## src/rtl/d_e_pipe_reg.sv

```systemverilog
// d_e_pipe_reg: D/E pipeline register of the 5-stage MIPS core.
// Captures the forwarded D-stage operands and decoded control bundle and
// presents them to the E stage. A load-use stall turns the next edge into a
// nop bubble. E_hold freezes the register and discards any pending bubble
// request, because the hazard unit keeps D stalled and asserts it again.
// The PC still advances into E on a bubble so traces show where it came from.
//
// Optional build macro: D_E_PERF_EN
//   Adds the perf_bubbles/perf_holds counters and a bubble trace line.
module d_e_pipe_reg #(
  parameter int DW = 32,
  parameter int RW = 5,
  parameter int TW = 2
) (
  input  logic          clk,
  input  logic          reset,
  input  logic          D_bubble,
  input  logic          E_hold,
  input  logic [DW-1:0] D_PC,
  input  logic [31:0]   D_Instr,
  input  logic [DW-1:0] D_V1,
  input  logic [DW-1:0] D_V2,
  input  logic [DW-1:0] D_Ext,
  input  logic [RW-1:0] D_A1,
  input  logic [RW-1:0] D_A2,
  input  logic [RW-1:0] D_A3,
  input  logic [2:0]    D_RegWrite,
  input  logic [TW-1:0] D_Tnew,
  output logic [DW-1:0] E_PC,
  output logic [31:0]   E_Instr,
  output logic [DW-1:0] E_V1,
  output logic [DW-1:0] E_V2,
  output logic [DW-1:0] E_Ext,
  output logic [RW-1:0] E_A1,
  output logic [RW-1:0] E_A2,
  output logic [RW-1:0] E_A3,
  output logic [2:0]    E_RegWrite,
  output logic [TW-1:0] E_Tnew,
  output logic          E_valid
`ifdef D_E_PERF_EN
  ,
  output logic [31:0]   perf_bubbles,
  output logic [31:0]   perf_holds
`endif
);

  logic [DW-1:0] pc_q, pc_d;
  logic [31:0]   instr_q, instr_d;
  logic [DW-1:0] v1_q, v1_d;
  logic [DW-1:0] v2_q, v2_d;
  logic [DW-1:0] ext_q, ext_d;
  logic [RW-1:0] a1_q, a1_d;
  logic [RW-1:0] a2_q, a2_d;
  logic [RW-1:0] a3_q, a3_d;
  logic [2:0]    regwrite_q, regwrite_d;
  logic [TW-1:0] tnew_q, tnew_d;
  logic          valid_q, valid_d;

  // Next-state selection: hold keeps everything, bubble inserts a nop, else load.
  always_comb begin
    pc_d       = pc_q;
    instr_d    = instr_q;
    v1_d       = v1_q;
    v2_d       = v2_q;
    ext_d      = ext_q;
    a1_d       = a1_q;
    a2_d       = a2_q;
    a3_d       = a3_q;
    regwrite_d = regwrite_q;
    tnew_d     = tnew_q;
    valid_d    = valid_q;
    if (!E_hold) begin
      pc_d = D_PC;
      if (D_bubble) begin
        // sll $0,$0,0 with no destination: never a forwarding source.
        instr_d    = '0;
        v1_d       = '0;
        v2_d       = '0;
        ext_d      = '0;
        a1_d       = '0;
        a2_d       = '0;
        a3_d       = '0;
        regwrite_d = '0;
        tnew_d     = '0;
        valid_d    = 1'b0;
      end else begin
        instr_d    = D_Instr;
        v1_d       = D_V1;
        v2_d       = D_V2;
        ext_d      = D_Ext;
        a1_d       = D_A1;
        a2_d       = D_A2;
        a3_d       = D_A3;
        regwrite_d = D_RegWrite;
        tnew_d     = D_Tnew;
        valid_d    = 1'b1;
      end
    end
  end

  // Pipeline register with synchronous reset taking priority over hold.
  always_ff @(posedge clk) begin
    if (reset) begin
      pc_q       <= '0;
      instr_q    <= '0;
      v1_q       <= '0;
      v2_q       <= '0;
      ext_q      <= '0;
      a1_q       <= '0;
      a2_q       <= '0;
      a3_q       <= '0;
      regwrite_q <= '0;
      tnew_q     <= '0;
      valid_q    <= 1'b0;
    end else begin
      pc_q       <= pc_d;
      instr_q    <= instr_d;
      v1_q       <= v1_d;
      v2_q       <= v2_d;
      ext_q      <= ext_d;
      a1_q       <= a1_d;
      a2_q       <= a2_d;
      a3_q       <= a3_d;
      regwrite_q <= regwrite_d;
      tnew_q     <= tnew_d;
      valid_q    <= valid_d;
    end
  end

  assign E_PC       = pc_q;
  assign E_Instr    = instr_q;
  assign E_V1       = v1_q;
  assign E_V2       = v2_q;
  assign E_Ext      = ext_q;
  assign E_A1       = a1_q;
  assign E_A2       = a2_q;
  assign E_A3       = a3_q;
  assign E_RegWrite = regwrite_q;
  assign E_Tnew     = tnew_q;
  assign E_valid    = valid_q;

`ifdef D_E_PERF_EN
  logic [31:0] bubbles_q, bubbles_d;
  logic [31:0] holds_q, holds_d;

  // Counter increments; a bubble request swallowed by a hold is not a bubble.
  always_comb begin
    bubbles_d = bubbles_q;
    holds_d   = holds_q;
    if (E_hold) begin
      holds_d = holds_q + 32'd1;
    end else if (D_bubble) begin
      bubbles_d = bubbles_q + 32'd1;
    end
  end

  // Performance counters, wrapping modulo 2^32.
  always_ff @(posedge clk) begin
    if (reset) begin
      bubbles_q <= '0;
      holds_q   <= '0;
    end else begin
      bubbles_q <= bubbles_d;
      holds_q   <= holds_d;
    end
  end

  // Bubble trace in the same shape as the GRF write trace.
  always @(posedge clk) begin
    if (!reset && !E_hold && D_bubble) begin
      $display("%d@%h: D/E bubble", $time, D_PC);
    end
  end

  assign perf_bubbles = bubbles_q;
  assign perf_holds   = holds_q;
`endif

endmodule

```

## config.mk

```make
export PLATFORM = sky130hd
export DESIGN_NAME = d_e_pipe_reg
export DESIGN_NICKNAME = d
export VERILOG_FILES = /design/src/rtl/d_e_pipe_reg.sv
export SDC_FILE = /design/constraint.sdc
export NUM_CORES = 1
export LEC_CHECK = 0
export CORE_AREA = 2 2 142 144
export DETAILED_ROUTE_END_ITERATION = 10
export DIE_AREA = 0 0 144 146
export GPL_TIMING_DRIVEN = 0
export HOLD_SLACK_MARGIN = 0.06
export PLACE_DENSITY_LB_ADDON = 0.05
export RECOVER_POWER = 50
export SYNTH_ARGS = -nofsm -noshare
export SYNTH_HDL_FRONTEND = slang
export SYNTH_SLANG_ARGS = --single-unit
```

## constraint.sdc

```tcl
create_clock -name clk -period 1.3 [get_ports clk]
set_input_delay 0.195 -clock clk [delete_from_list [all_inputs] [get_ports clk]]
set_output_delay 0.195 -clock clk [all_outputs]
set_load 0.1 [all_outputs]
```

==> metrics.md <==
| Metric | Value |
|---|---|
| Max frequency | 781 MHz |
| Initial DRC count | 211 |
| Status | completed |
| Critical path type | flop to output port |
| Setup tns final | 0 ns |
| Relative slew margins | 65.5% |
| Sw Pwr | 4920 uW |
| Dpl hpwl | 17.6 mm |
| Critical path's top delay family | flip-flops |
| Initial Util | 37.4% |
| Met2 routed WL | 11.5 mm |
| P_leak | 0.00461 uW |
| Final Net Count | 1,331 |
| CTS tree | yes |
| Pre-Repair DR Iteration Count | 6 |
| Sequential Power Share | 40.3% |
| Worst Path Required | 1.11 ns |
| Max clock buf depth | 2 |
| Synthesized area | 0.00722 mm2 |
| Hold-fix buffers at CTS | 0 |
| Critical path, cell by cell | buf_4 |
| CP Buf/Inv Count | 1 |
| Critical Path Fanout Max | 2 |
| Most used DFF post-synth | dfxtp_1 |
| Cell taking the most area after synthesis | dfxtp_1 |
| Worst-Skew Late Latency | 0.42 ns |
| DR vias | 6,644 |
| Comb power frac | 25.0% |
| Hold_ws | 0.200 ns |
| Final Hold Fails | 0 |
| Delay of the slowest critical-path stage | 0.36 ns |
| Post-DRT Antenna Nets | 0 |
| Pwr Density | 1300 mW/mm2 |
| Max_cap viols | 0 |
| H-tree depth | 4 |
| Final worst-path cycle share | 98.5% |
| Synth unique cells | 15 |
| Largest cells by area after synthesis | dfxtp_1 (50%), nand2b_1 (13%), o22ai_2 (8.7%), o22ai_1 (8.4%), nand2_1 (7.7%) |
| Clock transition at the registers of the reported paths | 0.07 ns |
| FF+latch count, synth | 181 |
| Yosys warnings | 0 |
| WL per Instance | 16.7 um |
| Most repeated cell in the gate-level netlist after synthesis | dfxtp_1 |
| HP Class | primary input to flop |
| GRT overflow | 0 |
| Sequential element share of the synthesized area | 50.2% |
| Area grow syn2layout | 56.1% |
| Worst clock skew | 0 ns |
| I/O pin count | 365 |
| I/O Buffers | 363 |
| Vias per cell | 4.66 |
| DRC errors left | 0 |
| # clock sinks | 181 |
| Net Sw Frac | 33.5% |
| Initial antenna violation count | 1 |
| Synth top area share | 50.2% |
| Global Route Usage Sum | 21.9% |
| Mean post-synth cell area | 9.44 um2 |
| Crit path DAT | 1.09 ns |
| Syn Inst Count | 765 |
| Setup bufs post-CTS | 0 |
| First-pass GRT wire length | 35.7 mm |
| Die W | 144 um |
| Gp weighted congestion | 0.763 |
| Share of cells above drive strength 1 | 24.7% |
| Antenna Cells | 0 |
| Die H | 146 um |
| Post-synth EDFFs | 0 |
| Max-slew violations | 0 |
| Clock share of power | 34.7% |
| Root buffer cell | clkbuf_16 |
| Vias in the first global route | 6,406 |
| DR top layer | met4 |
| Largest net degree at the start of global routing | 17 |
| Final setup fails | 0 |
| Drt total wl | 23.8 mm |
| Cell Int Power | 9750 uW |
| Fin util | 58.3% |
| Row count | 51 |
| Leading cell types by count after synthesis | dfxtp_1 (181), nand2_1 (149), nand2b_1 (147) |
| DR WL met3 | 2.23 mm |
| Core ar. | 0.0193 mm2 |
| Die area | 0.0210 mm2 |
| Post-synth net total | 949 |
| Crit-path slowest cell | dfxtp_1 |
| Fin crit period | 1.28 ns |
| Met1 Wirelength | 9.43 mm |
| Worst-margin pin slew | 0.518 ns |
| Startpoint Class | flop |
| Number of buffers created by CTS | 17 |
| RSZ-0062 raised after global routing | no |
| Worst vdd ir | 0.000872 V |
| Ys async rst share | 0% |
| CP Capture Type | output port |
-- what timing repair did --
item | 4_1_cts | 5_1_grt
setup endpoints to repair | 183 | 151
gates resized for setup | 1090 | 62
hold endpoints to repair | 0 | 0
-- layout make-up --
| type | instances | area, um2 |
|---|---|---|
| Buffer | 73 | 417 |
| Clock buffer | 20 | 457 |
| Clock inverter | 12 | 116 |
| Fill cell | 1839 | 8060 |
| Multi-Input combinational cell | 511 | 2980 |
| Sequential cell | 181 | 3620 |
| Tap cell | 265 | 332 |
| Timing Repair Buffer | 363 | 3350 |
-- flip-flops by register name (all words and copies together), names as in the netlist, 2 cells and up --
signal,flops
E_A3,5
E_RegWrite,3
E_V1,32
E_PC,32
E_Tnew,2
E_A1,5
E_A2,5
E_Instr,32
E_Ext,32
E_V2,32
-- stage by stage --
| step | std cells | cell area [um2] | worst slack [ns] | total power [uW] |
|---|---|---|---|---|
| final | 1425 | 11300 | 0.0195 | 14700 |
| after detailed placement | 1393 | 11200 | -0.465 | 9800 |
| after global placement | 1393 | 11200 | -0.431 | 9790 |
| after CTS | 1425 | 11300 | 0.00393 | 14800 |
| after global routing | 1425 | 11300 | 0.000311 | 15200 |
| after floorplan | 765 | 7220 | 0.00834 | 8540 |
-- power groups by stage --
| stage | registers [uW] | logic, uW | clock network (uW) |
|---|---|---|---|
| floorplan | 7760 | 788 | 0 |
| global placement | 6020 | 3770 | 0 |
| detailed placement | 6030 | 3780 | 0 |
| CTS | 5910 | 3710 | 5180 |
| global route | 5940 | 3830 | 5410 |
| finish | 5920 | 3670 | 5090 |
-- metal layers --
metal / up-vias / GRT usage, %
met4: 0 / 8.68
met1: 3004 / 25.5
met5: - / 0
li1: 3344 / -
met2: 258 / 36.6
met3: 38 / 7.63
-- kinds of logic after synthesis --
| family | synth area share [%] |
|---|---|
| buf+inv | 5.85 |
| flops | 50.2 |
| mux | 4.43 |
| simple gates | 22.3 |
| compound gates | 17.2 |
-- worst reg2reg max path, cell delays in order, from the launching register on --
cell and delay (ns):
dfxtp_1 0.36, nand2_1 0.06, o22ai_1 0.17
-- placed cells by master (no fill, tap or decap), drive strengths merged --
cell type      Yosys  final
dfxtp            181    181
buf               48    218
nand2            149    149
inv                0      5
o22ai            147    147
or2                1      1
clkinv             0      4
clkdlybuf4s50      0    182
clkbuf            25     56
bufinv             0      1
a21oi              2      2
nand2b           147    147
clkinvlp           0      2
nor2              32     32
or3b               1      1
mux2i             32     32
-- path summary, 6_finish.rpt --
kind                       to         from  depth (start not counted)  slack [ns]
setup reg to reg     E_Ext[0]     E_Ext[0]                          2        0.63
setup / recovery     E_Ext[0]     E_Ext[0]                          1        0.02
hold / removal        E_A3[4]        reset                          3        0.20
hold reg to reg   E_Instr[30]  E_Instr[30]                          2        0.47
(Power assumes the default switching activity.)
